--- config.mk ---
export PLATFORM = sky130hd
export DESIGN_NAME = hadamard_stream
export DESIGN_NICKNAME = d
export VERILOG_FILES = /design/src/rtl/hadamard_stream.sv
export SDC_FILE = /design/constraint.sdc
export NUM_CORES = 1
export LEC_CHECK = 0
export ABC_AREA = 1
export CAP_MARGIN = 20
export CORE_ASPECT_RATIO = 0.9
export CORE_MARGIN = 1
export CORE_UTILIZATION = 50
export DETAILED_ROUTE_END_ITERATION = 6
export PLACE_DENSITY = 0.65
export SLEW_MARGIN = 30
export SYNTH_ARGS = -nofsm -noshare
export SYNTH_HDL_FRONTEND = slang
export SYNTH_SLANG_ARGS = --single-unit
--- constraint.sdc ---
create_clock -name clk -period 5.9 [get_ports clk]
set_input_delay 1.18 -clock clk [delete_from_list [all_inputs] [get_ports clk]]
set_output_delay 1.18 -clock clk [all_outputs]
set_load 0.1 [all_outputs]
--- src/rtl/hadamard_stream.sv ---
`default_nettype none
// hadamard_stream: streaming complex Walsh-Hadamard transform (LOAD -> LOG2N butterfly stages -> UNLOAD).
// Define HADAMARD_SCALE_EN to halve every stage result (floor) and keep the output at W bits.
module hadamard_stream #(
   parameter int W     = 8,
   parameter int LOG2N = 2,
`ifdef HADAMARD_SCALE_EN
   localparam int OW   = W
`else
   localparam int OW   = W + LOG2N
`endif
) (
   input  logic          clk,
   input  logic          rst_n,
   input  logic          in_valid,
   output logic          in_ready,
   input  logic [W-1:0]  in_re,
   input  logic [W-1:0]  in_im,
   output logic          out_valid,
   input  logic          out_ready,
   output logic [OW-1:0] out_re,
   output logic [OW-1:0] out_im,
   output logic          out_last
);
   localparam int               NPTS      = 2**LOG2N;
   localparam int               SW        = $clog2(LOG2N + 1);
   localparam logic [LOG2N-1:0] LAST_IDX  = LOG2N'(NPTS - 1);
   localparam logic [SW-1:0]    LAST_STG  = SW'(LOG2N - 1);
   localparam logic [1:0]       S_LOAD    = 2'd0;
   localparam logic [1:0]       S_COMPUTE = 2'd1;
   localparam logic [1:0]       S_UNLOAD  = 2'd2;

   logic [1:0]       state_q, state_d;
   logic [LOG2N-1:0] idx_q, idx_d;
   logic [SW-1:0]    stage_q, stage_d;
   logic [OW-1:0]    re_q [NPTS];
   logic [OW-1:0]    re_d [NPTS];
   logic [OW-1:0]    im_q [NPTS];
   logic [OW-1:0]    im_d [NPTS];
   logic             in_ready_q, in_ready_d;
   logic             out_valid_q, out_valid_d;
   logic             out_last_q, out_last_d;
   logic [OW-1:0]    out_re_q, out_re_d;
   logic [OW-1:0]    out_im_q, out_im_d;
   logic [LOG2N-1:0] stage_mask;
   logic [LOG2N-1:0] idx_inc;
   logic             in_fire;
   logic             out_fire;

   // Two's-complement add/sub; the scaled variant keeps the carry bit before halving.
   function automatic logic [OW-1:0] bfly(input logic [OW-1:0] a, input logic [OW-1:0] b,
                                          input logic sub);
`ifdef HADAMARD_SCALE_EN
      logic signed [OW:0] ax, bx, s;
      ax = {a[OW-1], a};
      bx = {b[OW-1], b};
      s  = sub ? (ax - bx) : (ax + bx);
      return s[OW:1];
`else
      return sub ? (a - b) : (a + b);
`endif
   endfunction

   assign in_fire    = in_valid && in_ready_q;
   assign out_fire   = out_valid_q && out_ready;
   assign stage_mask = LOG2N'(1) << stage_q;
   assign idx_inc    = idx_q + 1'b1;

   always_ff @(posedge clk or negedge rst_n) begin
      if (!rst_n) state_q <= S_LOAD;
      else        state_q <= state_d;
   end

   always_comb begin
      state_d = state_q;
      case (state_q)
         S_LOAD:    if (in_fire && idx_q == LAST_IDX)  state_d = S_COMPUTE;
         S_COMPUTE: if (stage_q == LAST_STG)           state_d = S_UNLOAD;
         S_UNLOAD:  if (out_fire && idx_q == LAST_IDX) state_d = S_LOAD;
         default:                                      state_d = S_LOAD;
      endcase
   end

   always_comb begin
      idx_d       = idx_q;
      stage_d     = stage_q;
      re_d        = re_q;
      im_d        = im_q;
      out_valid_d = out_valid_q;
      out_last_d  = out_last_q;
      out_re_d    = out_re_q;
      out_im_d    = out_im_q;
      in_ready_d  = (state_d == S_LOAD);
      case (state_q)
         S_LOAD: begin
            if (in_fire) begin
               re_d[idx_q] = OW'($signed(in_re));
               im_d[idx_q] = OW'($signed(in_im));
               idx_d       = (idx_q == LAST_IDX) ? '0 : idx_inc;
               stage_d     = '0;
            end
         end
         S_COMPUTE: begin
            // Element i pairs with i^2**s; the lower one takes the sum, the upper the difference.
            for (int i = 0; i < NPTS; i++) begin
               if ((LOG2N'(i) & stage_mask) == '0) begin
                  re_d[i] = bfly(re_q[i], re_q[LOG2N'(i) ^ stage_mask], 1'b0);
                  im_d[i] = bfly(im_q[i], im_q[LOG2N'(i) ^ stage_mask], 1'b0);
               end else begin
                  re_d[i] = bfly(re_q[LOG2N'(i) ^ stage_mask], re_q[i], 1'b1);
                  im_d[i] = bfly(im_q[LOG2N'(i) ^ stage_mask], im_q[i], 1'b1);
               end
            end
            stage_d = stage_q + 1'b1;
            idx_d   = '0;
         end
         S_UNLOAD: begin
            if (!out_valid_q) begin
               out_valid_d = 1'b1;
               out_re_d    = re_q[idx_q];
               out_im_d    = im_q[idx_q];
               out_last_d  = (idx_q == LAST_IDX);
            end else if (out_ready) begin
               if (idx_q == LAST_IDX) begin
                  out_valid_d = 1'b0;
                  out_last_d  = 1'b0;
                  out_re_d    = '0;
                  out_im_d    = '0;
                  idx_d       = '0;
               end else begin
                  idx_d      = idx_inc;
                  out_re_d   = re_q[idx_inc];
                  out_im_d   = im_q[idx_inc];
                  out_last_d = (idx_inc == LAST_IDX);
               end
            end
         end
         default: ;
      endcase
   end

   always_ff @(posedge clk or negedge rst_n) begin
      if (!rst_n) begin
         idx_q       <= '0;
         stage_q     <= '0;
         in_ready_q  <= 1'b0;
         out_valid_q <= 1'b0;
         out_last_q  <= 1'b0;
         out_re_q    <= '0;
         out_im_q    <= '0;
         for (int i = 0; i < NPTS; i++) begin
            re_q[i] <= '0;
            im_q[i] <= '0;
         end
      end else begin
         idx_q       <= idx_d;
         stage_q     <= stage_d;
         in_ready_q  <= in_ready_d;
         out_valid_q <= out_valid_d;
         out_last_q  <= out_last_d;
         out_re_q    <= out_re_d;
         out_im_q    <= out_im_d;
         re_q        <= re_d;
         im_q        <= im_d;
      end
   end

   assign in_ready  = in_ready_q;
   assign out_valid = out_valid_q;
   assign out_last  = out_last_q;
   assign out_re    = out_re_q;
   assign out_im    = out_im_q;

endmodule
`default_nettype wire

-- Word level (Yosys, flattened, before mapping)
Index checks and enable logic that the tools add are counted.
- flip-flop bits (word level): 109
- input port bits: 20
- output and inout port bits: 23
- logic and storage cells: 146
- $add $sub $neg: 16
- $lt $le $gt $ge: 7
- equal/unequal tests: 9
- shift-type cells: 1
- mux-type cells: 73
- bitwise gates (word level): 9
- reductions and logical operators: 15
- operators with widths (cell ; number):
    $mux 10 ; 37
    $bmux 10 s2 ; 12
    $pmux 40 s2 ; 2
    $add 10x10->10 ; 8
    $bwmux 40 ; 2
    $mux 40 ; 2
    $sub 10x10->10 ; 6
    $demux 10 s2 ; 1
    $ge 3x3->1 const B ; 6
    $not 2->3 ; 6
    $mux 2 ; 8
    $pmux 2 s3 ; 2
    $logic_not 2->1 ; 5
    $ne 2x2->1 const B ; 4
    $eq 2x2->1 const B ; 3
    $mux 1 ; 6
    $logic_and 1x1->1 ; 5
    $add 2x1->2 const B ; 2
    $eq 2x1->1 const B ; 2
    $pmux 2 s2 ; 1
    $reduce_and 2->1 ; 2
    $reduce_and 4->1 ; 1
    $lt 3x1->1 const B ; 1
    $reduce_bool 3->1 ; 1
    4 further kinds ; 5

-- Depth between registers and ports, before layout
Gate-level depths: netlist of run 1.
- depth in word-level cells: 9
- gate-level depth with buffers: 22
- mapped depth without buffers: 21

-- Least setup slack after synthesis of run 1
Ideal clock, no wire load.
- kind: register to register
- from: register stage_q[0]
- to: register im_q[36] (netlist bit)
- library setup time: 0.120 ns
- arrival: 2.719 ns
- data required time: 5.780 ns
- slack: 3.062 ns
- cell stages (with the launch flop): 18
- path buffers: 3
- clock period less this slack: 2.838 ns
- path through: dfrtp_1 ha_1 inv_2 buf_6 buf_2 clkbuf_1 nand2_1 o21ai_0 ha_1 inv_1 fa_1 inv_1 nand3_1 nand2_1 a31oi_1 xor2_1 o21ai_0 inv_1
- cells in the longest elaborated chain, start to end: 7
- RTL lines (what ; line ; source):
    start, declared ; 35 ; logic [SW-1:0] stage_q, stage_d;
    start signal, assigned ; 157 ; stage_q <= stage_d;
    $shl 1x2->2 ; 66 ; assign stage_mask = LOG2N'(1) << stage_q;
    $not 2->3 ; -- ;
    $bmux 10 s2 ; -- ;
    $mux 10 (2 in a row) ; -- ;
    $add 10x10->10 ; -- ;
    $pmux 40 s2 ; 94 ; case (state_q)
    end signal, assigned ; 164 ; im_q <= im_d;
    end, declared ; 38 ; logic [OW-1:0] im_q [NPTS];
No other way between the ends. The select of a mux whose other input is x is not followed.
A chain may end at the register's enable or synchronous reset.

-- Final worst setup path of run 1
- from: register stage_q[0]
- to: register re_q[8] (netlist bit)
- cells in the longest elaborated chain, start to end: 9
- elaborated cells between the ends (all ways): 11
- those cells by class: 2 x add/sub; 1 x shift; 5 x mux; 2 x bitwise; 1 x reduce/logical
- RTL lines (what ; line ; source):
    $shl 1x2->2 * ; 66 ;
    $not 2->2 (no source line) ; -- ;
    $not 2->3 (not written as such) ; 107, 110 ;
    $bmux 10 s2 ; 107, 110 ;
    $mux 10 (not written as such) (2 in a row) ; 107, 110 ;
    $sub 10x10->10 / $add 10x10->10 (equally long branches) ; -- ;
    $mux 10 * ; 106 ; if ((LOG2N'(i) & stage_mask) == '0) begin
    $pmux 40 s2 * ; 94 ;
    end signal, assigned ; 163 ; re_q <= re_d;
    end, declared ; 36 ; logic [OW-1:0] re_q [NPTS];
Mark *: on every way between the ends. The rest lies on a longest branch, timed or not. The select of a mux whose other input is x is not followed.

==> results of run 1 <==
-- per-layer routing --
layer  track usage [%]  vias to the layer above
li1                  -                     6591
met1             55.91                     6282
met2             49.23                      615
met3             11.18                       39
met4             7.431                        0
met5                 0                        -
-- kinds of logic (layout without fill, tap and decap cells) --
logic type,Yosys count,after routing
muxes,3,3
DFF,109,109
buffers and inverters,345,322
AOI/OAI and AO/OA,644,644
and+or+nand+nor,743,743
adders and majority gates,93,93
xor gates and xnor gates,62,62
-- cell type report --
cell class                 count  share of cell area [%]
multi-input combinational   1545                   62.51
inverter                     252                   7.192
clock inverter                 6                  0.8349
clock buffer                  10                   1.812
sequential                   109                   20.69
timing repair buffer          54                   4.032
tap                          308                   2.922
-- through the flow --
stage          instances  hold WS (ns)
3_3_place_gp        2267        0.5232
3_5_place_dp        2267        0.5348
6_report            2284        0.5480
2_1_floorplan       1999        0.4896
5_1_grt             2284        0.5656
4_1_cts             2283        0.5473
-- sequential cells by signal, indices dropped and copies added (netlist names) --
register	cells
out_im	10
idx_q	2
re_q	40
in_ready	1
out_last	1
im_q	40
out_re	10
stage_q	2
state_q	2
out_valid	1
-- synth_stat cells, types with 2 or more instances --
master    count  area, sq um
a21boi_0      7        52.55
a21o_1        9        67.56
a21oi_1     184        920.9
a22oi_1      10        75.07
a31oi_1      37        231.5
buf_1         2        7.510
buf_2        33        165.2
buf_4         6        45.04
buf_6         4        45.04
clkbuf_1     47        176.4
clkinv_1      2        7.510
dfrtp_1     109         2728
fa_1          8        160.2
ha_1         85         1064
inv_1       238        893.4
inv_2        11        41.29
mux2i_1       3        30.03
nand2_1     482         1809
nand2_2       5        31.28
nand3_1      99        495.5
nand3b_1      2        15.01
nand4_1      15        93.84
nor2_1      128        480.5
nor2_2        2        12.51
nor3_1        4        20.02
o21ai_0     349         1747
o21ai_1      15        75.07
o21bai_1      4        30.03
o221ai_1      6        52.55
o22ai_1      18        112.6
o31ai_1       2        15.01
or2_2         3        18.77
xnor2_1       9        78.83
xor2_1       53        464.2
-- worst max path at each step --
stage,startpoint,endpoint,slack (ns),cells past startpoint
after CTS,stage_q[0],re_q[38],2.29,16
after global routing,stage_q[0],re_q[16],1.99,15
after detailed placement,in_valid,im_q[38],2.28,8
after floorplan,stage_q[0],im_q[36],3.06,17
after global placement,in_valid,im_q[38],2.37,8
final,stage_q[0],re_q[8],2.23,14
-- worst max-delay path, cell delays in order, from the launching register on --
cell and delay (ns):
dfrtp_1 0.41, inv_1 0.10, ha_2 0.60, buf_4 0.51
o21ai_0 0.18, o21ai_0 0.38, inv_1 0.12, fa_1 0.41
inv_1 0.11, nand3_1 0.07, nand2_1 0.16, nand4_1 0.17
nand3b_1 0.13, nand3_1 0.08, a21oi_1 0.15
==> run_results.csv, run 1 <==
group,metric,value,unit
global_route,grt_pass1_vias,11670,
worst_setup_path,worstReg2RegEnd,"re_q[8]",
global_route,antenna_found_initial,0,
global_route,gr-usage-all-layers,36.58,%
sta,fin_tns_setup,0,ns
placed_design,pre_cts_ws,2.284,ns
synthesis,yosysWarnings,0,
cells_and_area,area_growth,6.874,%
worst_setup_path,start_kind,"register",
floorplan,rows,54,
sta,fmax,272.4,MHz
floorplan,die_h,151.0,um
synthesis,synth_xor_area_share,4.401,%
cells_and_area,n_antenna_cell,0,
floorplan,coreArea,0.02426,sq mm
clocking,cts_buffers,9,
cells_and_area,drive_above_1_share,3.036,%
synthesis,synth_fa_ha_area_share,9.917,%
clocking,postCtsResizedCells,0,
cells_and_area,final_cell_area,0.01319,sq mm
placed_design,io_buffers,42,
clocking,cts_tree,"yes",
sta,finalCritPeriodShare,62.23,%
sta,worstMarginPinSlew,0.9787,ns
floorplan,num_io_pins,43,
route,met3_length,5.703,mm
route,wl_met1,22.16,mm
synthesis,synth_edf_count,0,
worst_setup_path,required,6.21,ns
clocking,clock-sinks,109,
route,drt_pass1_iterations,7,
sta,hold_viol_final,0,
worst_setup_path,crit_arrival,3.98,ns
route,routed_via_density,5.923,
placed_design,hpwl,34.35,mm
synthesis,avgSynthCellArea,6.173,sq um
route,via_count,13530,
cells_and_area,mostFrequentLayoutCells,"nand2_1 (482), o21ai_0 (349), inv_1 (238), a21oi_1 (184), nor2_1 (128)",
floorplan,dieArea,0.02531,sq mm
synthesis,syn_inst,1999,
global_route,grt_max_degree,98,
synthesis,yosysUniqueCellTypes,42,
clocking,insertion_delay,0.38,ns
sta,worst_slack,2.228,ns
route,drc_errors,0,
cells_and_area,multi_input_area,0.008244,sq mm
route,wl,46.03,mm
clocking,root_buffer,"clkbuf_16",
route,post_drt_wl_per_cell,20.15,um
synthesis,synthSimpleGateAreaFrac,24.47,%
worst_setup_path,r2r_start,"stage_q[0]",
clocking,cts-htree-levels,3,
flow_run,maxCapViolCount,0,
worst_setup_path,reg2reg_slack,2.23,ns
cells_and_area,fillers,2513,
worst_setup_path,cp_max_fo,41,
placed_design,post_dp_cell_area,0.01281,sq mm
worst_hold_path,hold_start,"state_q[0]",
sta,relSlewSlack,34.55,%
synthesis,synth_top_family_by_area,"compound AO/OA/AOI/OAI gates",
worst_hold_path,worstHoldEndpoint,"state_q[0]",
synthesis,synth_seq_cells,109,
sta,finalSetupViolCount,0,
worst_hold_path,hold_path_class,"register to register",
sta,rsz0062_at_grt,"no",
synthesis,synth-async-reset-ratio,100.0,%
cells_and_area,layout_commonest_cell,"nand2_1",
cells_and_area,regArea,0.002729,sq mm
synthesis,netlist_area,0.01234,sq mm
clocking,path_clk_slew,0.08,ns
sta,slew_viol_final,0,
floorplan,initial_core_util,50.87,%
worst_setup_path,ff2ff_path_depth,14,
global_route,overflow,0,
worst_setup_path,crit_type,"register to register",
route,drt_iter0_drc,1626,
worst_hold_path,hold_depth,1,
clocking,postCtsSetupRepairBufs,0,
synthesis,synth_compound_area_share,27.58,%
synthesis,synthMuxAreaShare,0.2434,%
global_route,grt_pass1_wl,69.59,mm
clocking,ctsLongestPathBuffers,2,
synthesis,seq_area_frac_synth,22.11,%
clocking,hold_buffers,0,
synthesis,ys.flop_type,"dfrtp_1",
synthesis,syn_nets,2112,
cells_and_area,final_util,54.37,%
route,wl_met2,17.49,mm
floorplan,die_w,167.6,um
route,antenna_left,0,
sta,fin_crit,3.672,ns
sta,fin_skew,0.01673,ns
route,top_layer_used,"met4",
placed_design,gp_congestion,0.9540,
worst_setup_path,critPathCaptureType,"register",
run_status,status,"finished, final reports clean",
cells_and_area,nNetsFinal,2084,
Power of run 1 is not shown: default switching activity piles up to over one toggle a cycle in this logic, so the estimate is an artifact.
==> run 2, diff against run 1 <==
--- a/config.mk
+++ b/config.mk
@@ -11,7 +11,7 @@
 export CORE_MARGIN = 1
 export CORE_UTILIZATION = 50
 export DETAILED_ROUTE_END_ITERATION = 6
-export PLACE_DENSITY = 0.65
+export PLACE_DENSITY = 0.68
 export SLEW_MARGIN = 30
 export SYNTH_ARGS = -nofsm -noshare
 export SYNTH_HDL_FRONTEND = slang
==> constraint.sdc (replaced) <==
create_clock -name clk -period 3.2 [get_ports clk]
set_input_delay 0.64 -clock clk [delete_from_list [all_inputs] [get_ports clk]]
set_output_delay 0.64 -clock clk [all_outputs]
set_load 0.1 [all_outputs]
==> run 2 against run 1 <==
Maximum frequency grew 22%; non-clock buffer count up 34; count of clock-buffer cells in the layout decreased by 1.
==> run_results.csv, run 2 (synthesis results as in run 1) <==
group,metric,value,unit
placed_design,hpwl,35.53,mm
placed_design,io_buffers,42,
sta,finalCritPeriodShare,94.34,%
route,antenna_left,0,
placed_design,post_dp_cell_area,0.01309,sq mm
clocking,cts_tree,"yes",
worst_setup_path,crit_type,"register to register",
global_route,grt_max_degree,86,
clocking,postCtsSetupRepairBufs,0,
route,via_count,13610,
floorplan,dieArea,0.02531,sq mm
cells_and_area,drive_above_1_share,6.020,%
route,routed_via_density,5.873,
route,drt_iter0_drc,1661,
sta,finalSetupViolCount,0,
global_route,grt_pass1_wl,69.21,mm
sta,worstMarginPinSlew,0.6427,ns
floorplan,coreArea,0.02426,sq mm
global_route,overflow,0,
sta,hold_viol_final,0,
clocking,cts-htree-levels,3,
sta,relSlewSlack,57.00,%
worst_setup_path,r2r_start,"stage_q[1]",
clocking,hold_buffers,0,
worst_setup_path,critPathCaptureType,"register",
cells_and_area,mostFrequentLayoutCells,"nand2_1 (481), o21ai_0 (342), inv_1 (237), a21oi_1 (184), nor2_1 (127)",
global_route,grt_pass1_vias,11550,
sta,fmax,331.2,MHz
worst_setup_path,startpoint,"stage_q[1]",
route,post_drt_wl_per_cell,19.77,um
clocking,cts_buffers,9,
cells_and_area,reg.largest.list,"im_q: 40 flops, re_q: 40 flops",
cells_and_area,final_cell_area,0.01346,sq mm
worst_setup_path,required,3.51,ns
run_status,status,"finished, final reports clean",
cells_and_area,nNetsFinal,2118,
global_route,antenna_found_initial,0,
route,wl,45.83,mm
sta,worst_hold_slack,0.2424,ns
flow_run,maxCapViolCount,0,
sta,slew_viol_final,0,
clocking,root_buffer,"clkbuf_16",
clocking,path_clk_slew,0.09,ns
route,drt_pass1_iterations,7,
floorplan,die_w,167.6,um
placed_design,gp_congestion,0.9707,
sta,fin_crit,3.019,ns
route,drc_errors,0,
cells_and_area,fillers,2518,
clocking,insertion_delay,0.38,ns
sta,fin_skew,0.01716,ns
worst_setup_path,cp_max_fo,32,
cells_and_area,layout_commonest_cell,"nand2_1",
cells_and_area,multi_input_area,0.008267,sq mm
worst_setup_path,start_kind,"register",
clocking,ctsLongestPathBuffers,2,
clocking,clock-sinks,109,
cells_and_area,area_growth,9.045,%
floorplan,num_io_pins,43,
cells_and_area,n_antenna_cell,0,
worst_setup_path,crit_arrival,3.33,ns
cells_and_area,final_util,55.47,%
worst_hold_path,hold_path_class,"input port to asynchronous set/reset pin",
floorplan,die_h,151.0,um
floorplan,initial_core_util,50.87,%
floorplan,rows,54,
global_route,gr-usage-all-layers,36.22,%
cells_and_area,regArea,0.002729,sq mm
run 2: changes by cell type in the layout (fill, tap and decap cells not counted), moves of 2 or more:
cell | previous run | this run
buf_4 | 11 | 63
clkinvlp_4 | 2 | 0
o21ai_0 | 349 | 342
buf_12 | 0 | 7
clkdlybuf4s50_1 | 41 | 18
inv_8 | 0 | 2
o21ai_1 | 15 | 22
run 2: final timing paths:
kind	to	slack [ns]	cells after the start
max	re_q[29]	0.18	18
max reg2reg	re_q[29]	0.18	18
min	re_q[28]	0.24	1
max in group asynchronous	im_q[11]	2.30	2
min in group clk	stage_q[0]	0.55	1
min reg2reg	stage_q[0]	0.55	1
run 2: what timing repair did:
item                       4_1_cts  5_1_grt
setup endpoints to repair        0       26
hold endpoints to repair         0        0
resized for setup                0       16
run 2: critical path, cell delays in order (launching register included):
cell and delay [ns]:
dfrtp_1 0.38, inv_2 0.12, ha_2 0.24, inv_2 0.15, buf_12 0.21, buf_4 0.18, o21ai_0 0.36, ha_1 0.37
nand2_1 0.11, inv_1 0.06, nand2_1 0.08, inv_1 0.05, nand2_1 0.06, nand2_1 0.06, nor2_2 0.18, inv_1 0.07
nand2_1 0.06, nand3_1 0.07, a21oi_1 0.14
run 2: stage by stage:
step	instances	setup slack (ns)	TNS (ns)
global placement	2302	0.2349	0
floorplan	1999	0.3617	0
CTS	2318	0.1555	0
finish	2318	0.1811	0
detailed placement	2302	0.1723	0
global route	2318	-0.001184	-0.001184
run 2: cell type report:
type	instances	share of cell area (%)
clock buffers	9	1.674
clock inverters	7	0.7811
inverters	252	7.067
multi-input cells	1545	61.44
flip-flops and latches	109	20.28
well taps	308	2.864
repair buffers	88	5.895
run 2: per-layer routing:
| layer | global-route usage, % | wire length, um | vias to the layer above |
|---|---|---|---|
| met5 | 0 | 0 | - |
| met3 | 9.799 | 6063 | 42 |
| met4 | 5.826 | 556 | 0 |
| met1 | 57.97 | 22240 | 6150 |
| li1 | - | - | 6664 |
| met2 | 47.08 | 16970 | 757 |
Power of run 2 is left out for the same reason.
